## src/rtl/hsid_x_ctrl_pkg.sv

```systemverilog
`default_nettype none
// ============================================================================
//  Module   : hsid_x_ctrl_pkg
//  Purpose  : Shared types and constants for the hyperspectral identification
//             controller: the FSM state encoding and the OBI word stride.
//  Ports    : none (package)
//  Revision : 1.0 - initial release
// ============================================================================
package hsid_x_ctrl_pkg;

  // Byte distance between consecutive 32-bit band words in memory.
  localparam int ADDR_STRIDE = 4;

  typedef enum logic [2:0] {
    ST_IDLE     = 3'd0,
    ST_CAP_REQ  = 3'd1,
    ST_CAP_WAIT = 3'd2,
    ST_REF_REQ  = 3'd3,
    ST_REF_WAIT = 3'd4,
    ST_RESULT   = 3'd5,
    ST_DONE     = 3'd6
  } state_t;

endpackage
`default_nettype wire

```

## src/rtl/hsid_x_ctrl_min.sv

```systemverilog
`default_nettype none
// ============================================================================
//  Module   : hsid_x_ctrl_min
//  Purpose  : Keeps the smallest distance seen so far and the library index
//             that produced it. A strict less-than compare means ties keep
//             the earlier (lower) index.
//  Ports    : clk, rst          - clock, async active-high reset
//             init              - load best_dist=all-ones, best_idx=0
//             update, res, idx  - candidate distance and its entry index
//             best_idx, best_dist - registered running minimum
//  Revision : 1.0 - initial release
// ============================================================================
module hsid_x_ctrl_min #(
  parameter int DATA_WIDTH_ACC = 48,
  parameter int IDX_WIDTH      = 8
) (
  input  logic                      clk,
  input  logic                      rst,
  input  logic                      init,
  input  logic                      update,
  input  logic [DATA_WIDTH_ACC-1:0] res,
  input  logic [IDX_WIDTH-1:0]      idx,
  output logic [IDX_WIDTH-1:0]      best_idx,
  output logic [DATA_WIDTH_ACC-1:0] best_dist
);

  always_ff @(posedge clk or posedge rst) begin
    if (rst) begin
      best_idx  <= '0;
      best_dist <= '1;
    end else if (init) begin
      best_idx  <= '0;
      best_dist <= '1;
    end else if (update && (res < best_dist)) begin
      best_idx  <= idx;
      best_dist <= res;
    end
  end

endmodule
`default_nettype wire

```

## src/rtl/hsid_x_ctrl.sv

```systemverilog
`default_nettype none
// ============================================================================
//  Module   : hsid_x_ctrl
//  Purpose  : Control FSM for a hyperspectral identification engine. Fetches
//             the captured pixel once, then every library entry over an OBI
//             read master, streams band samples to an external distance
//             datapath and tracks the best-matching entry.
//  Ports    : clk, rst                  - clock, async active-high reset
//             start_i, clear_i          - start pulse, irq clear
//             cap_addr_i, lib_addr_i,
//             lib_size_i, band_cnt_i    - job configuration (sampled at start)
//             obi_*                     - OBI read master
//             dp_*                      - sample stream out / distance in
//             busy_o, done_o, err_o,
//             best_idx_o, best_dist_o,
//             irq_o                     - status
//             abort_i                   - only with HSID_X_CTRL_ABORT_EN
//  Config   : `define HSID_X_CTRL_ABORT_EN adds the abort_i input.
//  Revision : 1.0 - initial release
// ============================================================================
module hsid_x_ctrl
  import hsid_x_ctrl_pkg::*;
#(
  parameter int WORD_WIDTH       = 32,
  parameter int DATA_WIDTH       = 16,
  parameter int DATA_WIDTH_ACC   = 48,
  parameter int HSI_BANDS        = 128,
  parameter int HSI_LIBRARY_SIZE = 256
) (
  input  logic                                clk,
  input  logic                                rst,
  input  logic                                start_i,
  input  logic                                clear_i,
`ifdef HSID_X_CTRL_ABORT_EN
  input  logic                                abort_i,
`endif
  input  logic [WORD_WIDTH-1:0]               cap_addr_i,
  input  logic [WORD_WIDTH-1:0]               lib_addr_i,
  input  logic [$clog2(HSI_LIBRARY_SIZE):0]   lib_size_i,
  input  logic [$clog2(HSI_BANDS):0]          band_cnt_i,
  output logic                                obi_req_o,
  output logic [WORD_WIDTH-1:0]               obi_addr_o,
  input  logic                                obi_gnt_i,
  input  logic                                obi_rvalid_i,
  input  logic [WORD_WIDTH-1:0]               obi_rdata_i,
  output logic                                dp_valid_o,
  output logic                                dp_cap_o,
  output logic                                dp_last_o,
  output logic [DATA_WIDTH-1:0]               dp_data_o,
  input  logic                                dp_res_valid_i,
  input  logic [DATA_WIDTH_ACC-1:0]           dp_res_i,
  output logic                                busy_o,
  output logic                                done_o,
  output logic                                err_o,
  output logic [$clog2(HSI_LIBRARY_SIZE)-1:0] best_idx_o,
  output logic [DATA_WIDTH_ACC-1:0]           best_dist_o,
  output logic                                irq_o
);

  localparam int LIB_W  = $clog2(HSI_LIBRARY_SIZE) + 1;
  localparam int BAND_W = $clog2(HSI_BANDS) + 1;
  localparam int IDX_W  = $clog2(HSI_LIBRARY_SIZE);
  localparam logic [WORD_WIDTH-1:0] STRIDE = WORD_WIDTH'(ADDR_STRIDE);

  state_t              state;
  logic [BAND_W-1:0]   band;       // band index within the current vector
  logic [BAND_W-1:0]   band_num;   // latched band count
  logic [LIB_W-1:0]    entry;      // current library entry
  logic [LIB_W-1:0]    lib_num;    // latched library size
  logic [WORD_WIDTH-1:0] ref_ptr;  // next reference word to request
  logic                abort_pend; // abort seen while a read is outstanding

  logic abort;
`ifdef HSID_X_CTRL_ABORT_EN
  assign abort = abort_i;
`else
  assign abort = 1'b0;
`endif

  logic wait_st, beat, squash, last_band, band_ok, accept;
  logic unused_rdata_hi;

  assign wait_st   = (state == ST_CAP_WAIT) || (state == ST_REF_WAIT);
  assign beat      = wait_st && obi_rvalid_i;
  // An aborted read still completes on the bus but is not forwarded.
  assign squash    = abort || abort_pend;
  assign last_band = (band == band_num - 1'b1);
  assign band_ok   = (band_cnt_i != '0) && (band_cnt_i <= BAND_W'(HSI_BANDS));
  assign accept    = (state == ST_IDLE) && start_i;

  assign dp_valid_o = beat && !squash;
  assign dp_cap_o   = dp_valid_o && (state == ST_CAP_WAIT);
  assign dp_last_o  = dp_valid_o && last_band;
  assign dp_data_o  = dp_valid_o ? obi_rdata_i[DATA_WIDTH-1:0] : '0;

  assign unused_rdata_hi = ^obi_rdata_i[WORD_WIDTH-1:DATA_WIDTH];

  hsid_x_ctrl_min #(
    .DATA_WIDTH_ACC (DATA_WIDTH_ACC),
    .IDX_WIDTH      (IDX_W)
  ) u_min (
    .clk       (clk),
    .rst       (rst),
    .init      (accept && band_ok),
    .update    ((state == ST_RESULT) && dp_res_valid_i && !abort),
    .res       (dp_res_i),
    .idx       (entry[IDX_W-1:0]),
    .best_idx  (best_idx_o),
    .best_dist (best_dist_o)
  );

  always_ff @(posedge clk or posedge rst) begin
    if (rst) begin
      state      <= ST_IDLE;
      band       <= '0;
      band_num   <= '0;
      entry      <= '0;
      lib_num    <= '0;
      ref_ptr    <= '0;
      abort_pend <= 1'b0;
      obi_req_o  <= 1'b0;
      obi_addr_o <= '0;
      busy_o     <= 1'b0;
      done_o     <= 1'b0;
      err_o      <= 1'b0;
      irq_o      <= 1'b0;
    end else begin
      done_o <= 1'b0;
      if (clear_i) irq_o <= 1'b0;

      case (state)
        ST_IDLE: begin
          abort_pend <= 1'b0;
          if (start_i) begin
            err_o  <= !band_ok;
            busy_o <= 1'b1;
            if (!band_ok || (lib_size_i == '0)) begin
              state <= ST_DONE;
            end else begin
              band_num   <= band_cnt_i;
              lib_num    <= lib_size_i;
              band       <= '0;
              entry      <= '0;
              ref_ptr    <= lib_addr_i;
              obi_addr_o <= cap_addr_i;
              obi_req_o  <= 1'b1;
              state      <= ST_CAP_REQ;
            end
          end
        end

        ST_CAP_REQ, ST_REF_REQ: begin
          if (abort) begin
            obi_req_o <= 1'b0;
            busy_o    <= 1'b0;
            state     <= ST_IDLE;
          end else if (obi_gnt_i) begin
            obi_req_o <= 1'b0;
            if (state == ST_REF_REQ) begin
              ref_ptr <= ref_ptr + STRIDE;
              state   <= ST_REF_WAIT;
            end else begin
              state   <= ST_CAP_WAIT;
            end
          end
        end

        ST_CAP_WAIT, ST_REF_WAIT: begin
          if (obi_rvalid_i) begin
            if (squash) begin
              abort_pend <= 1'b0;
              busy_o     <= 1'b0;
              state      <= ST_IDLE;
            end else if (last_band) begin
              band <= '0;
              if (state == ST_CAP_WAIT) begin
                obi_addr_o <= ref_ptr;
                obi_req_o  <= 1'b1;
                state      <= ST_REF_REQ;
              end else begin
                state      <= ST_RESULT;
              end
            end else begin
              band      <= band + 1'b1;
              obi_req_o <= 1'b1;
              if (state == ST_CAP_WAIT) begin
                obi_addr_o <= obi_addr_o + STRIDE;
                state      <= ST_CAP_REQ;
              end else begin
                // ref_ptr already advanced at the grant.
                obi_addr_o <= ref_ptr;
                state      <= ST_REF_REQ;
              end
            end
          end else if (abort) begin
            abort_pend <= 1'b1;
          end
        end

        ST_RESULT: begin
          if (abort) begin
            busy_o <= 1'b0;
            state  <= ST_IDLE;
          end else if (dp_res_valid_i) begin
            if (entry == lib_num - 1'b1) begin
              state <= ST_DONE;
            end else begin
              entry      <= entry + 1'b1;
              band       <= '0;
              obi_addr_o <= ref_ptr;
              obi_req_o  <= 1'b1;
              state      <= ST_REF_REQ;
            end
          end
        end

        ST_DONE: begin
          done_o <= 1'b1;
          irq_o  <= 1'b1;  // overrides a same-cycle clear
          busy_o <= 1'b0;
          state  <= ST_IDLE;
        end

        default: begin
          obi_req_o <= 1'b0;
          busy_o    <= 1'b0;
          state     <= ST_IDLE;
        end
      endcase
    end
  end

endmodule
`default_nettype wire

```

## config.mk

```make
export PLATFORM = sky130hd
export DESIGN_NAME = hsid_x_ctrl
export DESIGN_NICKNAME = d
export VERILOG_FILES = /design/src/rtl/hsid_x_ctrl_pkg.sv /design/src/rtl/hsid_x_ctrl_min.sv /design/src/rtl/hsid_x_ctrl.sv
export SDC_FILE = /design/constraint.sdc
export NUM_CORES = 1
export LEC_CHECK = 0
export BUFFER_PORTS_ARGS = -buffer_cell sky130_fd_sc_hd__buf_2
export CAP_MARGIN = 15
export CORE_ASPECT_RATIO = 1.25
export CORE_UTILIZATION = 49
export CTS_CLUSTER_SIZE = 14
export DETAILED_ROUTE_END_ITERATION = 10
export GPL_TIMING_DRIVEN = 1
export MAX_ROUTING_LAYER = met4
export PLACE_DENSITY_LB_ADDON = 0.3
export SYNTH_ARGS = -nofsm -noshare
export SYNTH_HDL_FRONTEND = slang
export SYNTH_SLANG_ARGS = --single-unit
```

## constraint.sdc

```tcl
create_clock -name clk -period 5.16 [get_ports clk]
set_input_delay 1.032 -clock clk [delete_from_list [all_inputs] [get_ports clk]]
set_output_delay 1.032 -clock clk [all_outputs]
set_load 0.01 [all_outputs]
```

# Word-level counts from Yosys, hierarchy flattened
# Cells that the tools add are included.
op_classes:
  n_addsub: 6
  n_mul: 0
  n_div: 0
  order_cmp: 2
  n_eq_ne: 18
  shift: 0
  muxes: 64
  bitwise_logic: 3
  reduce_logical: 35
op_table:
  columns: ["operator", "count"]
  rows:
  - ["$mux 32", 13]
  - ["$mux 48", 2]
  - ["$pmux 32 s3", 1]
  - ["$mux 8", 9]
  - ["$add 32x3->32 const B", 2]
  - ["$pmux 32 s2", 1]
  - ["$lt 48x48->1", 1]
  - ["$mux 9", 4]
  - ["$mux 3", 10]
  - ["$pmux 8 s3", 1]
  - ["$ne 2x2->1 const B", 9]
  - ["$pmux 9 s2", 1]
  - ["$mux 1", 16]
  - ["$mux 16", 1]
  - ["$pmux 3 s4", 1]
  - ["$reduce_and 5->1", 2]
  - ["$reduce_bool 2->1", 5]
  - ["$add 9x1->9 const B", 1]
  - ["$eq 3x3->1 const B", 3]
  - ["$eq 9x9->1", 1]
  - ["$logic_and 1x1->1", 9]
  - ["$logic_not 9->1", 1]
  - ["$reduce_and 9->1", 1]
  - ["$sub 9x1->9 const B", 1]
  - ["24 further kinds", 32]
totals:
  ff_bits: 163
  latchBits: 0
  mem_bits_rw: 0
  rom_bits: 0
  input_bits: 168
  out_inout_bits: 112
  elab_cells: 143
  n_memories: 0

# Depth between registers and ports, before layout
depth:
  ltp_word: 7
  depth_mapped: 14
  mapped_depth_nobuf: 13

# Hierarchy
# A second synthesis with hierarchy kept.
unflattened:
  hier_cells: 1278
  hier_area_um2: 11004.3
modules_own_cells:
  columns: ["mod", "instances", "cells_per_inst", "area_per_inst_um2", "seq_area_each_um2"]
  rows:
  - ["hsid_x_ctrl", 1, 864, 7161.9, 2652.5]
  - ["hsid_x_ctrl_min", 1, 414, 3842.4, 1461.4]

# Least setup slack after synthesis
# Ideal clock, no wire load.
synth_path:
  path_type: "input -> register"
  start: "input port dp_res_i[6]"
  end: "register u_min.best_dist[0]"
  setup_time_ns: 0.075
  arrival_ns: 3.312
  required_time_ns: 5.085
  slack_ns: 1.773
  cell_stages: 10
  cell_sequence: "ha_1 and4_1 a2111oi_0 o21ai_0 a221o_1 a21oi_1 o211a_1 clkbuf_1 buf_2 mux2i_1"
synth_between:
  elab_chain_len: 3
synth_rtl:
  columns: ["element", "line", "source"]
  rows:
  - ["from (decl)", "hsid_x_ctrl.sv:51", "input logic [DATA_WIDTH_ACC-1:0] dp_res_i,"]
  - ["$lt 48x48->1", "hsid_x_ctrl_min.sv:34", "end else if (update && (res < best_dist)) begin"]
  - ["$logic_and 1x1->1", "hsid_x_ctrl_min.sv:34", null]
  - ["$reduce_bool 2->1 (no source line)", null, null]
  - ["to (signal assigned)", "hsid_x_ctrl_min.sv:36", "best_dist <= res;"]
  - ["to (decl)", "hsid_x_ctrl_min.sv:24", "output logic [DATA_WIDTH_ACC-1:0] best_dist"]
# Every way passes these cells.
# A chain may end at the register's enable or synchronous reset.

# Worst setup path in the final report
layout_path:
  start: "register band_num[0]"
  end: "output port dp_last_o"
layout_between:
  elab_chain_len: 3
layout_rtl:
  columns: ["element", "line", "source"]
  rows:
  - ["from (decl)", "hsid_x_ctrl.sv:67", "logic [BAND_W-1:0] band_num;"]
  - ["from (signal assigned)", "hsid_x_ctrl.sv:140", "band_num <= band_cnt_i;"]
  - ["$sub 8x1->8", "hsid_x_ctrl.sv:87", "assign last_band = (band == band_num - 1'b1);"]
  - ["$eq 8x8->1", "hsid_x_ctrl.sv:87", null]
  - ["$logic_and 1x1->1", "hsid_x_ctrl.sv:93", "assign dp_last_o = dp_valid_o && last_band;"]
  - ["to (decl)", "hsid_x_ctrl.sv:48", "output logic dp_last_o,"]
# Every way passes these cells.

==> results.toml <==
[run_status]
status = "finished clean"

[global_route]
met1_usage_pct = 32.7
grt_usage_pct = 28.7
grt_use_met3_pct = 4.66
grt_max_degree = 163
top_usage_layer = "met2"
grt_overflow = 0
antenna_found_initial = 3
grt_use_met2_pct = 48.9
grt_pass1_wl_um = 49700
grt_pass1_vias = 10100

[drt]
wl_per_cell_um = 17.6
dr.pass1.iters = 7
route.detailed.drc = 0
drt-vias-per-instance = 5.88
routed_wl_um = 31000
num_vias = 10300
first_iter_violations = 672
ant_nets = 0

[sta]
min_period_ns = 4.35
setup_ws_ns = 0.806
hold_violations = 0
timing.slew.headroom_pct = 27.6
setup_viol = 0
finalMaxSlewViolations = 0
clock_skew_ns = 0.0123
setup_tns_ns = 0
fmax_mhz = 230
whs_ns = 0.481
tightest_slew_ns = 1.09
finalCritPeriodShare_pct = 84.4
grt_setup_unrepaired = "no"

[yosys]
synth.avg_cell_area_um2 = 8.67
syn_inst = 1234
yosysTopAreaCell = "dfrtp_1"
yosysMostFrequentCell = "nor2_1"
ys_warn_count = 0
synth_area_um2 = 10700
synth-async-reset-ratio_pct = 100
yosysSeqAreaShare_pct = 38.5
synth_common_cells = "nor2_1, dfrtp_1, inv_1, nand2_1, nand3_1"
syn_nets = 1457
synth_top_area_share_pct = 26.7
synth_area_leaders = "dfrtp_1, dfstp_2, ha_1"
synth_edf_count = 0
synth_ff_type = "dfrtp_1"
ys_types = 74
synth_seq_cells = 162

[worst_setup_path]
max_stage_delay_ns = 0.50
required_ns = 4.13
worst_ep_arrival_time_ns = 3.32
criticalPathCategory = "flop to output port"
worstSetupStartpointType = "flop"
critPathMaxFanout = 20
endpoint_kind = "output port"
cpMaxStageDelayCell = "or4_4"
r2r_slack_ns = 0.95
cp_cell_sequence = "inv_1 -> ha_1 -> or3b_1 -> or4_4 -> a2111oi_4 -> o211ai_2 -> buf_4 -> clkinv_2 -> and2_1 -> buf_2"

[floorplanning]
ios = 280
dieHeight_um = 167
rows = 60
initial_core_util_pct = 49.8
core_area_um2 = 21500
fp.dieArea_um2 = 22400
die_w_um = 134

[layout]
drive_gt1_share_pct = 26.2
fin_nets = 1685
finalInstanceArea_um2 = 12900
syn2layout_area_growth_pct = 20.2

[placed_design]
pre_cts_ws_ns = 0.985
port_buffers = 263
place_area_um2 = 12200
hpwl_um = 22300
routabilityCongestion = 0.966

[clocking]
cts_resized = 0
h-tree-depth = 4
clock_sinks = 162
clock-root-buffer = "clkbuf_16"
clk_latency_ns = 0.43
cts_buffer_depth = 2
cts_setup_buffers = 0
cts_tree = "done"
numCtsBuffers = 17
clkTransAtPathRegs_ns = 0.07
hold_buffers = 0

[run]
cap_violations = 0

[power_and_ir_drop]
power.density_nw_per_um2 = 597
vdd_drop_max_uv = 311
total_power_mw = 7.67
leakagePower_nw = 6.26

[worst_hold_path]
hold_class = "flop to flop"
[stage by stage]
stage / std cells / utilization (%)
3_5_place_dp: 1722 / 56.9
6_report: 1758 / 59.9
3_3_place_gp: 1722 / 56.9
5_1_grt: 1757 / 59.8
4_1_cts: 1754 / 59.8
2_1_floorplan: 1234 / -
[sequential cells by signal (all words and copies together) (netlist names)]
name / cells
u_min.best_dist: 48
obi_addr_o: 32
ref_ptr: 32
entry: 9
lib_num: 9
band: 8
band_num: 8
u_min.best_idx: 8
state: 3
busy_o: 1
done_o: 1
err_o: 1
irq_o: 1
obi_req_o: 1
[cells in the final DEF, fill, tap and decap left out, drive strengths merged, types with 6 or more instances in the layout]
cell and count:
and3 17, or3 8, and4 6, inv 118
xor2 6, buf 276, ha 55, nor2b 20
o21ai 43, o2bb2ai 24, mux2i 52, clkbuf 20
a21oi 60, o22ai 16, dfstp 48, a22o 8
a31oi 13, nand2b 11, dfrtp 114, mux2 10
nand2 115, nor2 119, nand4 24, a222oi 18
a2bb2oi 12, nor3 29, or4 8, a21o 13
a221oi 6, nand3 60, o211ai 21, xnor2 15
and2 35, nor4 7
[critical path: cells and delay by family, from the launching register on]
family                   cells  cell delay [ns]
AND/OR/NAND/NOR              3             1.03
buffers and inverters        4             0.65
adder cells (fa/ha/maj)      1             0.20
AO/OA/AOI/OAI                2             0.55
flip-flops                   1             0.43
[power by group]
part	total (mW)	leakage (nW)	switching, mW	internal, mW
Clock	1.34	0.309	0.565	0.779
Sequential	2.59	1.91	0.704	1.89
Combinational	3.74	4.04	2.17	1.56
[final timing paths]
| path | startpoint | endpoint | cells past startpoint |
|---|---|---|---|
| worst max-delay path | band_num[0] | dp_last_o | 10 |
| worst min-delay path | irq_o | irq_o | 1 |
| worst max register to register | band_num[0] | obi_addr_o[8] | 14 |
| worst min register to register | irq_o | irq_o | 1 |
| max in group asynchronous | rst | obi_addr_o[12] | 3 |
| min in group asynchronous | rst | lib_num[1] | 3 |
[metal layers]
layer | up-vias | wire [µm]
met1 | 4962 | 12300
met4 | 0 | 1280
met5 | - | 0
li1 | 4878 | -
met2 | 426 | 15400
met3 | 67 | 2020
[cell families after synthesis]
family	share of synthesized area (%)
simple gates	21.8
compound gates	18.7
buf+inv	6.87
flops	38.5
mux	5.92
fa+ha+maj	6.44
xor+xnor	1.72
[final cells by class]
class	instances	area [µm²]
repair buffers	276	1440
multi-input cells	891	5890
clock buffers	20	478
fillers	1962	8620
flip-flops and latches	162	4110
inverters	114	433
well taps	279	349
diodes	4	10.0
clock inverters	12	141
(Power assumes the default switching activity.)
